==> src/rtl/xband_frame_ctrl.sv <==
// Xband link frame sequencer: link reset, per-frame new_frame strobe, byte-count
// completion, timeout/overflow/abort handling and sticky error reporting.
module xband_frame_ctrl #(
    parameter int RST_CYCLES    = 16,
    parameter int NF_CYCLES     = 8,
    parameter int SETTLE_CYCLES = 64,
    parameter int GAP_CYCLES    = 32
) (
    input  logic        sys_clk,
    input  logic        sys_rst,
    input  logic        start,
    input  logic        abort,
    input  logic [31:0] cfg_expBytes,
    input  logic [15:0] cfg_frames,
    input  logic [31:0] cfg_timeout,
    input  logic [1:0]  cfg_loopback,
    input  logic [31:0] dataCnt,
    input  logic        MM2S_overflow,
    input  logic        S2MM_overflow,
    output logic        xband_rst_req,
    output logic        new_frame,
    output logic [31:0] expBytes,
    output logic [1:0]  loopback,
    output logic        busy,
    output logic        frame_done,
    output logic        job_done,
    output logic [15:0] frame_cnt,
    output logic        err_overflow,
    output logic        err_timeout,
    output logic        err_cfg
);
    typedef enum logic [2:0] {IDLE, RST, ARM, SETTLE, WAIT, GAP, ERR} state_t;

    localparam logic [31:0] RST_LAST    = 32'(RST_CYCLES - 1);
    localparam logic [31:0] NF_LAST     = 32'(NF_CYCLES - 1);
    localparam logic [31:0] SETTLE_LAST = 32'(SETTLE_CYCLES - 1);
    // The frame_done cycle sits in GAP ahead of the GAP_CYCLES idle window.
    localparam logic [31:0] GAP_LAST    = 32'(GAP_CYCLES);

    state_t      state, state_n;
    logic [31:0] cnt, cnt_n;
    logic [15:0] frames_r;
    logic [31:0] timeout_r;
    logic [15:0] fcnt_inc, fcnt_n;
    logic        accept, set_cfg, set_ovf, set_tmo, fdone_n, jdone_n;

    always_comb begin
        state_n  = state;
        cnt_n    = cnt + 32'd1;
        fcnt_inc = (frame_cnt == 16'hFFFF) ? frame_cnt : frame_cnt + 16'd1;
        fcnt_n   = frame_cnt;
        accept   = 1'b0;
        set_cfg  = 1'b0;
        set_ovf  = 1'b0;
        set_tmo  = 1'b0;
        fdone_n  = 1'b0;
        jdone_n  = 1'b0;
        if (state == IDLE) begin
            cnt_n = '0;
            if (start) begin
                if (cfg_expBytes == '0) begin
                    set_cfg = 1'b1;
                end else begin
                    accept  = 1'b1;
                    state_n = RST;
                end
            end
        end else if (abort) begin
            state_n = ERR;
            cnt_n   = '0;
        end else if (MM2S_overflow || S2MM_overflow) begin
            set_ovf = 1'b1;
            state_n = ERR;
            cnt_n   = '0;
        end else begin
            case (state)
                RST: if (cnt == RST_LAST) begin
                    state_n = ARM;
                    cnt_n   = '0;
                end
                ARM: if (cnt == NF_LAST) begin
                    state_n = SETTLE;
                    cnt_n   = '0;
                end
                SETTLE: if (cnt == SETTLE_LAST) begin
                    state_n = WAIT;
                    cnt_n   = '0;
                end
                WAIT: begin
                    // Completion is checked first so it wins over a same-cycle timeout.
                    if (dataCnt >= expBytes) begin
                        fdone_n = 1'b1;
                        fcnt_n  = fcnt_inc;
                        cnt_n   = '0;
                        if (frames_r != '0 && fcnt_inc == frames_r) begin
                            jdone_n = 1'b1;
                            state_n = IDLE;
                        end else begin
                            state_n = GAP;
                        end
                    end else if (timeout_r != '0 && cnt == timeout_r - 32'd1) begin
                        set_tmo = 1'b1;
                        state_n = ERR;
                        cnt_n   = '0;
                    end
                end
                GAP: if (cnt == GAP_LAST) begin
                    state_n = ARM;
                    cnt_n   = '0;
                end
                ERR: if (cnt == RST_LAST) begin
                    state_n = IDLE;
                    cnt_n   = '0;
                end
                default: begin
                    state_n = IDLE;
                    cnt_n   = '0;
                end
            endcase
        end
    end

    always_ff @(posedge sys_clk or posedge sys_rst) begin
        if (sys_rst) begin
            state         <= IDLE;
            cnt           <= '0;
            frames_r      <= '0;
            timeout_r     <= '0;
            xband_rst_req <= 1'b1;
            new_frame     <= 1'b0;
            expBytes      <= '0;
            loopback      <= '0;
            busy          <= 1'b0;
            frame_done    <= 1'b0;
            job_done      <= 1'b0;
            frame_cnt     <= '0;
            err_overflow  <= 1'b0;
            err_timeout   <= 1'b0;
            err_cfg       <= 1'b0;
        end else begin
            state         <= state_n;
            cnt           <= cnt_n;
            // Outputs decode the next state so they line up with the state they describe.
            xband_rst_req <= (state_n == RST) || (state_n == ERR);
            new_frame     <= (state_n == ARM);
            busy          <= (state_n != IDLE);
            frame_done    <= fdone_n;
            job_done      <= jdone_n;
            frame_cnt     <= fcnt_n;
            if (accept) begin
                expBytes     <= cfg_expBytes;
                loopback     <= cfg_loopback;
                frames_r     <= cfg_frames;
                timeout_r    <= cfg_timeout;
                frame_cnt    <= '0;
                err_overflow <= 1'b0;
                err_timeout  <= 1'b0;
                err_cfg      <= 1'b0;
            end
            if (set_cfg) err_cfg      <= 1'b1;
            if (set_ovf) err_overflow <= 1'b1;
            if (set_tmo) err_timeout  <= 1'b1;
        end
    end
endmodule

==> config.mk <==
export PLATFORM = sky130hd
export DESIGN_NAME = xband_frame_ctrl
export DESIGN_NICKNAME = d
export VERILOG_FILES = /design/src/rtl/xband_frame_ctrl.sv
export SDC_FILE = /design/constraint.sdc
export NUM_CORES = 1
export LEC_CHECK = 0
export ABC_CLOCK_PERIOD_IN_PS = 6100
export CAP_MARGIN = 15
export CORE_ASPECT_RATIO = 1.75
export CORE_MARGIN = 5
export CORE_UTILIZATION = 53
export CTS_CLUSTER_SIZE = 30
export DETAILED_ROUTE_END_ITERATION = 10
export GPL_ROUTABILITY_DRIVEN = 0
export HOLD_SLACK_MARGIN = 0.02
export PLACE_DENSITY = 0.91
export SLEW_MARGIN = 5
export SYNTH_ARGS = -nofsm -noshare
export SYNTH_HDL_FRONTEND = slang
export SYNTH_SLANG_ARGS = --single-unit
==> constraint.sdc <==
create_clock -name sys_clk -period 6.1 [get_ports sys_clk]
set_input_delay 1.22 -clock sys_clk [delete_from_list [all_inputs] [get_ports sys_clk]]
set_output_delay 1.22 -clock sys_clk [all_outputs]
set_load 0.03 [all_outputs]
==> results of run 1 <==
how the worst max path moves through the flow:
stage / cells past startpoint / slack, ns / endpoint / startpoint
floorplan: 1 / 1.10 / busy / sys_rst
global placement: 13 / 1.48 / frame_cnt[9] / dataCnt[0]
detailed placement: 13 / 1.43 / frame_cnt[9] / dataCnt[0]
CTS: 13 / 1.86 / frame_cnt[9] / dataCnt[0]
global route: 13 / 1.52 / frame_cnt[9] / dataCnt[0]
finish: 13 / 1.83 / frame_cnt[9] / dataCnt[0]
flip-flops by register name, indices dropped and copies added, names as in the netlist:
signal / flops
loopback: 2
state: 3
err_timeout: 1
cnt: 32
frames_r: 16
err_cfg: 1
err_overflow: 1
xband_rst_req: 1
timeout_r: 32
frame_cnt: 16
frame_done: 1
job_done: 1
expBytes: 32
new_frame: 1
busy: 1
per-stage QoR:
step	instance area [sq um]	setup slack, ns	hold WS, ns	cells	util [%]
CTS	11500	1.86	0.479	1465	68.1
detailed placement	10900	1.43	0.465	1433	64.5
global placement	10900	1.48	0.456	1433	64.5
global route	11500	1.52	0.490	1466	68.2
floorplan	9080	1.10	0.477	1094	-
finish	11500	1.83	0.471	1466	68.2
worst max-delay path, delay by kind of cell:
| family | cells | cell delay (ns) |
|---|---|---|
| AO/OA/AOI/OAI | 6 | 1.26 |
| buffers and inverters | 3 | 0.99 |
| multiplexers | 1 | 0.45 |
| AND/OR/NAND/NOR | 2 | 0.39 |
| adder cells (fa/ha/maj) | 1 | 0.27 |
power by group through the flow:
stage / sequential [mW] / clock, mW / combinational (mW)
finish: 0.942 / 1.07 / 0.139
global route: 0.942 / 1.12 / 0.152
CTS: 0.942 / 1.09 / 0.140
detailed placement: 0.959 / 0 / 0.139
global placement: 0.958 / 0 / 0.137
floorplan: 0.961 / 0 / 0.0398
area by class of cell:
cell class,count,area [sq um]
repair buffers,183,1840
flip-flops and latches,141,3530
fillers,1279,5360
well taps,227,284
clock buffers,18,439
inverters,55,214
multi-input cells,828,5040
clock inverters,14,166
cell families after synthesis:
family | share of synthesized area, %
simple gates | 27.5
compound gates | 13.8
flops | 38.9
buf+inv | 5.65
xor+xnor | 7.87
fa+ha+maj | 4.96
mux | 1.34
Yosys cell counts (4+ instances only):
library cell	count	area share [%]
nor2b_1	5	0.34
dfrtp_1	140	39
nor4_1	37	2.5
ha_1	36	5.0
mux2i_1	11	1.2
a21o_1	18	1.5
a31oi_1	5	0.34
a21oi_1	33	1.8
or3_1	8	0.55
or4_1	10	0.83
xnor2_1	46	4.4
and3_1	15	1.0
nor3b_1	5	0.41
xor2_1	33	3.2
nand2b_1	4	0.28
nand4_1	30	2.1
a211oi_1	12	0.99
nor2_1	75	3.1
clkbuf_1	52	2.1
and4_1	7	0.68
nor3_1	35	1.9
o2111ai_1	6	0.58
o21bai_1	4	0.33
nand2_1	219	9.1
buf_6	4	0.50
nand3b_1	4	0.33
o211ai_1	5	0.41
o21ai_0	58	3.2
nor4b_1	5	0.48
inv_1	54	2.2
a311oi_1	6	0.58
nand3_1	33	1.8
nand4b_1	5	0.48
buf_2	10	0.55
o31ai_1	5	0.41
routing by layer:
| layer | wire (microns) | vias to the layer above | global-route usage [%] |
|---|---|---|---|
| li1 | - | 4115 | - |
| met1 | 9490 | 4191 | 29.1 |
| met2 | 14300 | 389 | 49.8 |
| met3 | 1630 | 125 | 5.42 |
| met4 | 1900 | 0 | 18.9 |
| met5 | 0 | - | 0 |
==> flow_metrics.py, run 1 <==
metrics = {
    "power_and_ir_drop": {
        "leakagePower_nw": 5.14,
        "netSwitchingPower_mw": 0.481,
        "power_density_mw_per_mm2": 187,
        "internal_power_mw": 1.67,
        "ir_worst_vdd_uv": 162,
        "switching_share_pct": 22.3,
        "combPwrFrac_pct": 6.5,
        "seqPwrFrac_pct": 43.7,
        "clkPwrFrac_pct": 49.8,
        "p_total_mw": 2.16,
    },
    "worst_setup_path": {
        "cp-start-kind": "input port",
        "cp_data_required_time_ns": 6.41,
        "crit_path_end_kind": "flip-flop",
        "cpPeakStageDelay_ns": 0.48,
        "r2r_slack_ns": 1.93,
        "worstSetupPathType": "in -> reg",
        "cp_max_fo": 19,
        "cp_cell_sequence": "clkdlybuf4s50_1, inv_1, ha_1, nand2b_1, a211oi_1, o21bai_1, a221oi_1, o211a_1, o21a_1, or2_2, clkinv_1, mux2_2, a22o_1",
        "r2r_start": "frame_cnt[0]",
        "cp_data_arrival_time_ns": 4.59,
        "slowest_stage": "clkinv_1",
        "regToRegEndpoint": "new_frame",
        "r2r_cells": 10,
    },
    "detailed_routing": {
        "drt_iter0_drc": 415,
        "drc": 0,
        "vias": 8820,
        "drt-total-wl_microns": 27300,
        "post_drt_via_cell_ratio": 6.02,
        "dr.pass1.iters": 6,
        "final_antenna_net_count": 0,
        "wl_per_cell_microns": 18.6,
    },
    "clock_network": {
        "cts_made_buffers": 17,
        "cts_max_level": 4,
        "cts.sinks": 141,
        "insertion_delay_ns": 0.43,
        "post_cts.repair.setup_buffers": 0,
        "root_buffer": "clkbuf_16",
        "holdBufCountCts": 0,
        "cts_tree": "built",
        "clk_path_buf_depth": 2,
        "cts.clk_slew.worst_paths_ns": 0.06,
        "cts_resized": 0,
    },
    "sta": {
        "min_period_ns": 4.27,
        "fmax_mhz": 234,
        "hold_viol_final": 0,
        "finClkSkew_ns": 0.0114,
        "tns_ns": 0,
        "max-slew-margin-rel_pct": 22.1,
        "rsz0062_at_grt": "no",
        "post-route-period-util_pct": 70.1,
        "tightest_slew_ns": 1.16,
        "drv_slew": 0,
        "setup_viol": 0,
    },
    "placement": {
        "io_buffers": 177,
        "hpwl_microns": 19900,
    },
    "finish": {
        "layout_commonest_cell": "nand2_1",
        "final_nets": 1382,
        "layout-drive-gt1-share_pct": 5.08,
        "mostFrequentLayoutCells": "nand2_1, clkdlybuf4s50_1, dfrtp_1",
        "syn_to_final_growth_pct": 26.7,
        "diodes": 0,
    },
    "synth": {
        "ys.warnings.count": 0,
        "ys_ff_latch": 141,
        "synth.net_count": 1250,
        "seq_area_frac_synth_pct": 38.9,
        "synth.distinct_cells": 72,
        "synth_area_sq_mm": 0.00908,
        "async_flop_share_pct": 100,
        "synth-edff-count": 0,
        "synthCells": 1094,
        "avgSynthCellArea_sq_um": 8.30,
        "synth_flop_cell": "dfrtp_1",
    },
    "die": {
        "initial_core_util_pct": 53.8,
        "placement_rows": 63,
        "dieArea_sq_mm": 0.0200,
        "io_pins": 178,
        "coreArea_sq_mm": 0.0169,
        "die_height_microns": 183,
        "die_w_microns": 109,
    },
    "hold_path": {
        "worstHoldPathType": "reg -> reg",
        "hold_end": "loopback[0]",
        "min_from": "loopback[0]",
        "min_path_cells": 2,
    },
    "global_routing": {
        "grt_max_degree": 129,
        "grt_antenna_before_repair": 0,
        "grt-ovfl-total": 0,
        "grtUsageTotal_pct": 28.0,
        "grt_pass1_vias": 9050,
        "grt_pass1_wl_microns": 44300,
    },
    "outcome": {
        "status": "finished, final reports clean",
    },
    "job": {
        "max_cap_violations": 0,
    },
}
Note: power is estimated with default switching activity, not from simulation.
==> run 2: changes to the inputs <==
--- a/config.mk
+++ b/config.mk
@@ -5,7 +5,7 @@
 export SDC_FILE = /design/constraint.sdc
 export NUM_CORES = 1
 export LEC_CHECK = 0
-export ABC_CLOCK_PERIOD_IN_PS = 6100
+export ABC_CLOCK_PERIOD_IN_PS = 4100
 export CAP_MARGIN = 15
 export CORE_ASPECT_RATIO = 1.75
 export CORE_MARGIN = 5
==> constraint.sdc (replaced) <==
create_clock -name sys_clk -period 4.1 [get_ports sys_clk]
set_input_delay 0.82 -clock sys_clk [delete_from_list [all_inputs] [get_ports sys_clk]]
set_output_delay 0.82 -clock sys_clk [all_outputs]
set_load 0.03 [all_outputs]
==> flow_metrics.py, run 2 (synthesis gave the netlist of run 1 again) <==
metrics = {
    "outcome": {
        "status": "finished, final reports clean",
    },
    "sta": {
        "min_period_ns": 3.78,
        "rsz0062_at_grt": "no",
        "drv_slew": 0,
        "fmax_mhz": 265,
        "tightest_slew_ns": 0.940,
        "tns_ns": 0,
        "finClkSkew_ns": 0.0130,
        "setup_viol": 0,
        "max-slew-margin-rel_pct": 37.3,
        "post-route-period-util_pct": 92.2,
        "hold_viol_final": 0,
    },
    "detailed_routing": {
        "final_antenna_net_count": 0,
        "vias": 8966,
        "drt-total-wl_microns": 27900,
        "drt_iter0_drc": 534,
        "wl_per_cell_microns": 18.8,
        "drc": 0,
        "post_drt_via_cell_ratio": 6.05,
        "dr.pass1.iters": 8,
    },
    "worst_setup_path": {
        "cp_data_required_time_ns": 4.46,
        "regToRegEndpoint": "new_frame",
        "r2r_slack_ns": 0.32,
        "cp_data_arrival_time_ns": 4.14,
        "r2r_cells": 10,
        "cp_max_fo": 9,
        "startpoint": "frame_cnt[1]",
        "crit_path_end_kind": "flip-flop",
        "r2r_start": "frame_cnt[1]",
        "worstSetupPathType": "reg -> reg",
        "cp-start-kind": "flip-flop",
    },
    "clock_network": {
        "cts_max_level": 4,
        "post_cts.repair.setup_buffers": 0,
        "root_buffer": "clkbuf_16",
        "holdBufCountCts": 0,
        "cts.clk_slew.worst_paths_ns": 0.06,
        "insertion_delay_ns": 0.43,
        "cts_tree": "built",
        "cts_resized": 0,
        "cts_made_buffers": 17,
        "clk_path_buf_depth": 2,
        "cts.sinks": 141,
    },
    "die": {
        "die_w_microns": 109,
        "io_pins": 178,
        "die_height_microns": 183,
        "coreArea_sq_mm": 0.0169,
        "placement_rows": 63,
        "initial_core_util_pct": 53.8,
        "dieArea_sq_mm": 0.0200,
    },
    "hold_path": {
        "min_path_cells": 2,
        "worstHoldPathType": "reg -> reg",
        "min_from": "err_timeout",
        "hold_end": "err_timeout",
    },
    "finish": {
        "multiInputGateArea_sq_mm": 0.00504,
        "mostFrequentLayoutCells": "nand2_1, clkdlybuf4s50_1, dfrtp_1",
        "layout-drive-gt1-share_pct": 6.14,
        "layout_commonest_cell": "nand2_1",
        "top_regs": "cnt x32, expBytes x32, timeout_r x32",
        "syn_to_final_growth_pct": 28.2,
        "diodes": 0,
        "seq_area_sq_mm": 0.00353,
        "final_nets": 1397,
        "nFillCells": 1288,
    },
    "global_routing": {
        "globalRouteMet1Util_pct": 30.0,
        "grt-busiest-layer": "met2",
        "grt_pass1_wl_microns": 44500,
        "grt_pass1_vias": 8900,
        "grtUsageTotal_pct": 28.4,
        "grt_max_degree": 104,
        "use_met2_pct": 50.7,
        "grt-ovfl-total": 0,
        "use_met3_pct": 5.11,
        "grt_antenna_before_repair": 0,
    },
    "power_and_ir_drop": {
        "combPwrFrac_pct": 6.4,
        "netSwitchingPower_mw": 0.748,
        "seqPwrFrac_pct": 42.4,
        "p_total_mw": 3.30,
        "internal_power_mw": 2.55,
        "clkPwrFrac_pct": 51.2,
        "switching_share_pct": 22.7,
        "power_density_mw_per_mm2": 284,
        "leakagePower_nw": 5.22,
        "ir_worst_vdd_uv": 204,
    },
    "placement": {
        "hpwl_microns": 20100,
        "io_buffers": 177,
    },
    "job": {
        "max_cap_violations": 0,
    },
}
run 2: layer usage:
layer / vias to the layer above / routed length (microns)
met5: - / 0
met4: 0 / 1770
met3: 129 / 1660
met2: 450 / 14800
met1: 4238 / 9610
li1: 4149 / -
run 2: power by group through the flow:
stage          clock, mW  sequential (mW)  combinational [mW]
6_report            1.69             1.40               0.211
5_1_grt             1.76             1.40               0.228
4_1_cts             1.71             1.40               0.212
3_5_place_dp           0             1.43               0.210
3_3_place_gp           0             1.43               0.206
2_1_floorplan          0             1.43              0.0595
run 2: worst max path at each step:
| stage | endpoint | slack, ns | cells after the start |
|---|---|---|---|
| detailed placement | frame_cnt[3] | 0.26 | 14 |
| finish | new_frame | 0.32 | 10 |
| global route | new_frame | 0.12 | 10 |
| CTS | new_frame | 0.42 | 10 |
| global placement | frame_cnt[3] | 0.32 | 14 |
| floorplan | frame_cnt[9] | 0.66 | 13 |
run 2: metrics by stage:
step	worst slack, ns	std cells	hold slack [ns]	util (%)	instance area [sq um]
after floorplan	0.657	1094	0.477	-	9090
after global placement	0.323	1449	0.454	65.3	11000
after detailed placement	0.259	1449	0.469	65.3	11000
after CTS	0.424	1481	0.510	69.0	11600
after global routing	0.118	1481	0.534	69.0	11600
final	0.321	1481	0.505	69.0	11600
run 2: final cells by class:
cell class	instances	area share (%)
repair buffers	198	16.7
flip-flops and latches	141	30.3
multi-input cells	828	43.3
well taps	227	2.44
clock inverters	14	1.77
clock buffers	18	3.69
inverters	55	1.82
run 2: critical path: stages, from the launching register on:
cell       delay [ns]
dfrtp_1          0.50
ha_1             0.40
nand3_1          0.16
nor4_2           0.74
mux2i_1          0.45
o2111ai_1        0.15
nor4b_1          0.27
nand4b_1         0.27
o31ai_2          0.39
o211a_1          0.26
nor2b_1          0.14
==> run 3: changes to the inputs <==
--- a/config.mk
+++ b/config.mk
@@ -14,6 +14,7 @@
 export DETAILED_ROUTE_END_ITERATION = 10
 export GPL_ROUTABILITY_DRIVEN = 0
 export HOLD_SLACK_MARGIN = 0.02
+export MAX_ROUTING_LAYER = met4
 export PLACE_DENSITY = 0.91
 export SLEW_MARGIN = 5
 export SYNTH_ARGS = -nofsm -noshare
==> flow_metrics.py, run 3 (synthesis gave the netlist of run 1 again) <==
metrics = {
    "outcome": {
        "status": "finished, final reports clean",
    },
    "sta": {
        "hold_viol_final": 0,
        "finClkSkew_ns": 0.0138,
        "whs_ns": 0.506,
        "min_period_ns": 3.79,
        "tightest_slew_ns": 0.943,
        "post-route-period-util_pct": 92.3,
        "tns_ns": 0,
        "rsz0062_at_grt": "no",
        "max-slew-margin-rel_pct": 37.1,
        "fmax_mhz": 264,
        "setup_viol": 0,
        "drv_slew": 0,
    },
    "die": {
        "initial_core_util_pct": 53.8,
        "placement_rows": 63,
        "die_height_microns": 183,
        "io_pins": 178,
        "die_w_microns": 109,
        "dieArea_sq_mm": 0.0200,
        "coreArea_sq_mm": 0.0169,
    },
    "worst_setup_path": {
        "critPathTopFamily": "simple AND/OR/NAND/NOR gates",
        "worst-path-buf-inv": 0,
        "cp_cell_sequence": "ha_1, nand3_1, nor4_2, mux2i_1, o2111ai_1, nor4b_1, nand4b_1, o31ai_2, o211a_1, nor2b_1",
        "cpPeakStageDelay_ns": 0.75,
        "cp_data_arrival_time_ns": 4.15,
        "worstSetupPathType": "reg -> reg",
        "crit_path_end_kind": "flip-flop",
        "slowest_stage": "nor4_2",
        "cp_max_fo": 9,
        "cp_data_required_time_ns": 4.46,
        "cp-start-kind": "flip-flop",
    },
    "detailed_routing": {
        "drt-total-wl_microns": 27800,
        "final_antenna_net_count": 0,
        "post_drt_via_cell_ratio": 6.07,
        "wl_per_cell_microns": 18.8,
        "drc": 0,
        "dr.pass1.iters": 7,
        "drt_iter0_drc": 538,
        "vias": 8992,
    },
    "global_routing": {
        "grtUsageTotal_pct": 29.2,
        "grt-ovfl-total": 0,
        "grt_max_degree": 104,
        "grt_pass1_wl_microns": 44400,
        "grt_pass1_vias": 8939,
        "grt_antenna_before_repair": 0,
    },
    "finish": {
        "layout-drive-gt1-share_pct": 6.14,
        "diodes": 0,
        "nFillCells": 1288,
        "top_regs": "cnt x32, expBytes x32, timeout_r x32",
        "final_nets": 1397,
        "layout_commonest_cell": "nand2_1",
        "finalNonFillerCells": 1481,
        "syn_to_final_growth_pct": 28.2,
        "mostFrequentLayoutCells": "nand2_1, clkdlybuf4s50_1, dfrtp_1",
    },
    "clock_network": {
        "root_buffer": "clkbuf_16",
        "insertion_delay_ns": 0.43,
        "post_cts.repair.setup_buffers": 0,
        "cts.sinks": 141,
        "cts_tree": "built",
        "cts.clk_slew.worst_paths_ns": 0.06,
        "holdBufCountCts": 0,
        "cts_max_level": 4,
        "clk_path_buf_depth": 2,
        "cts_made_buffers": 17,
        "cts_resized": 0,
    },
    "placement": {
        "io_buffers": 177,
        "hpwl_microns": 20100,
        "dpl.cell_count": 1449,
    },
    "power_and_ir_drop": {
        "power_density_mw_per_mm2": 283,
        "ir_worst_vdd_uv": 201,
        "leakagePower_nw": 5.22,
    },
    "hold_path": {
        "worstHoldPathType": "reg -> reg",
    },
    "job": {
        "max_cap_violations": 0,
    },
}
[run 3: cell counts in the layout (fill, tap and decap cells not counted)]
No cell type changed its count.
[run 3: worst reg2reg max path, cell delays in order, from the launching register on]
cell       delay [ns]
dfrtp_1          0.49
ha_1             0.40
nand3_1          0.16
nor4_2           0.75
mux2i_1          0.45
o2111ai_1        0.15
nor4b_1          0.27
nand4b_1         0.27
o31ai_2          0.38
o211a_1          0.26
nor2b_1          0.14
[run 3: path summary, 6_finish.rpt]
check                        startpoint       endpoint  slack (ns)  cells after the start
min                        err_overflow   err_overflow        0.51                      2
max reg2reg                frame_cnt[1]      new_frame        0.31                     10
min in group asynchronous       sys_rst   timeout_r[2]        0.79                      2
min reg2reg                err_overflow   err_overflow        0.51                      2
max                        frame_cnt[1]      new_frame        0.31                     10
max in group asynchronous       sys_rst  timeout_r[22]        2.30                      3
[run 3: area by class of cell]
cell class / count / area (sq um) / share of cell area (%)
tap: 227 / 284 / 2.44
inverter: 55 / 211 / 1.82
timing repair buffer: 198 / 1940 / 16.7
sequential: 141 / 3530 / 30.3
multi-input combinational: 828 / 5040 / 43.3
clock buffer: 18 / 429 / 3.69
clock inverter: 14 / 206 / 1.77
[run 3: routing by layer]
| layer | vias to the layer above | part of all wire [%] | GRT usage (%) |
|---|---|---|---|
| met2 | 459 | 53 | 50.6 |
| met5 | - | 0 | - |
| met4 | 0 | 6.4 | 18.3 |
| met3 | 138 | 5.6 | 4.54 |
| li1 | 4143 | - | - |
| met1 | 4252 | 35 | 30.3 |
[run 3: power by group]
part	internal (mW)	switching, mW
logic	0.126	0.0847
registers	1.40	0.00534
clock network	1.03	0.658
[run 3: metrics by stage]
stage          utilization [%]  setup WS [ns]  total power [mW]  instance area (sq um)
6_report                  69.0          0.315              3.30                  11600
5_1_grt                   69.0          0.109              3.39                  11600
4_1_cts                   69.0          0.424              3.32                  11600
3_5_place_dp              65.3          0.259              1.64                  11000
3_3_place_gp              65.3          0.323              1.63                  11000
2_1_floorplan                -          0.657              1.49                   9090
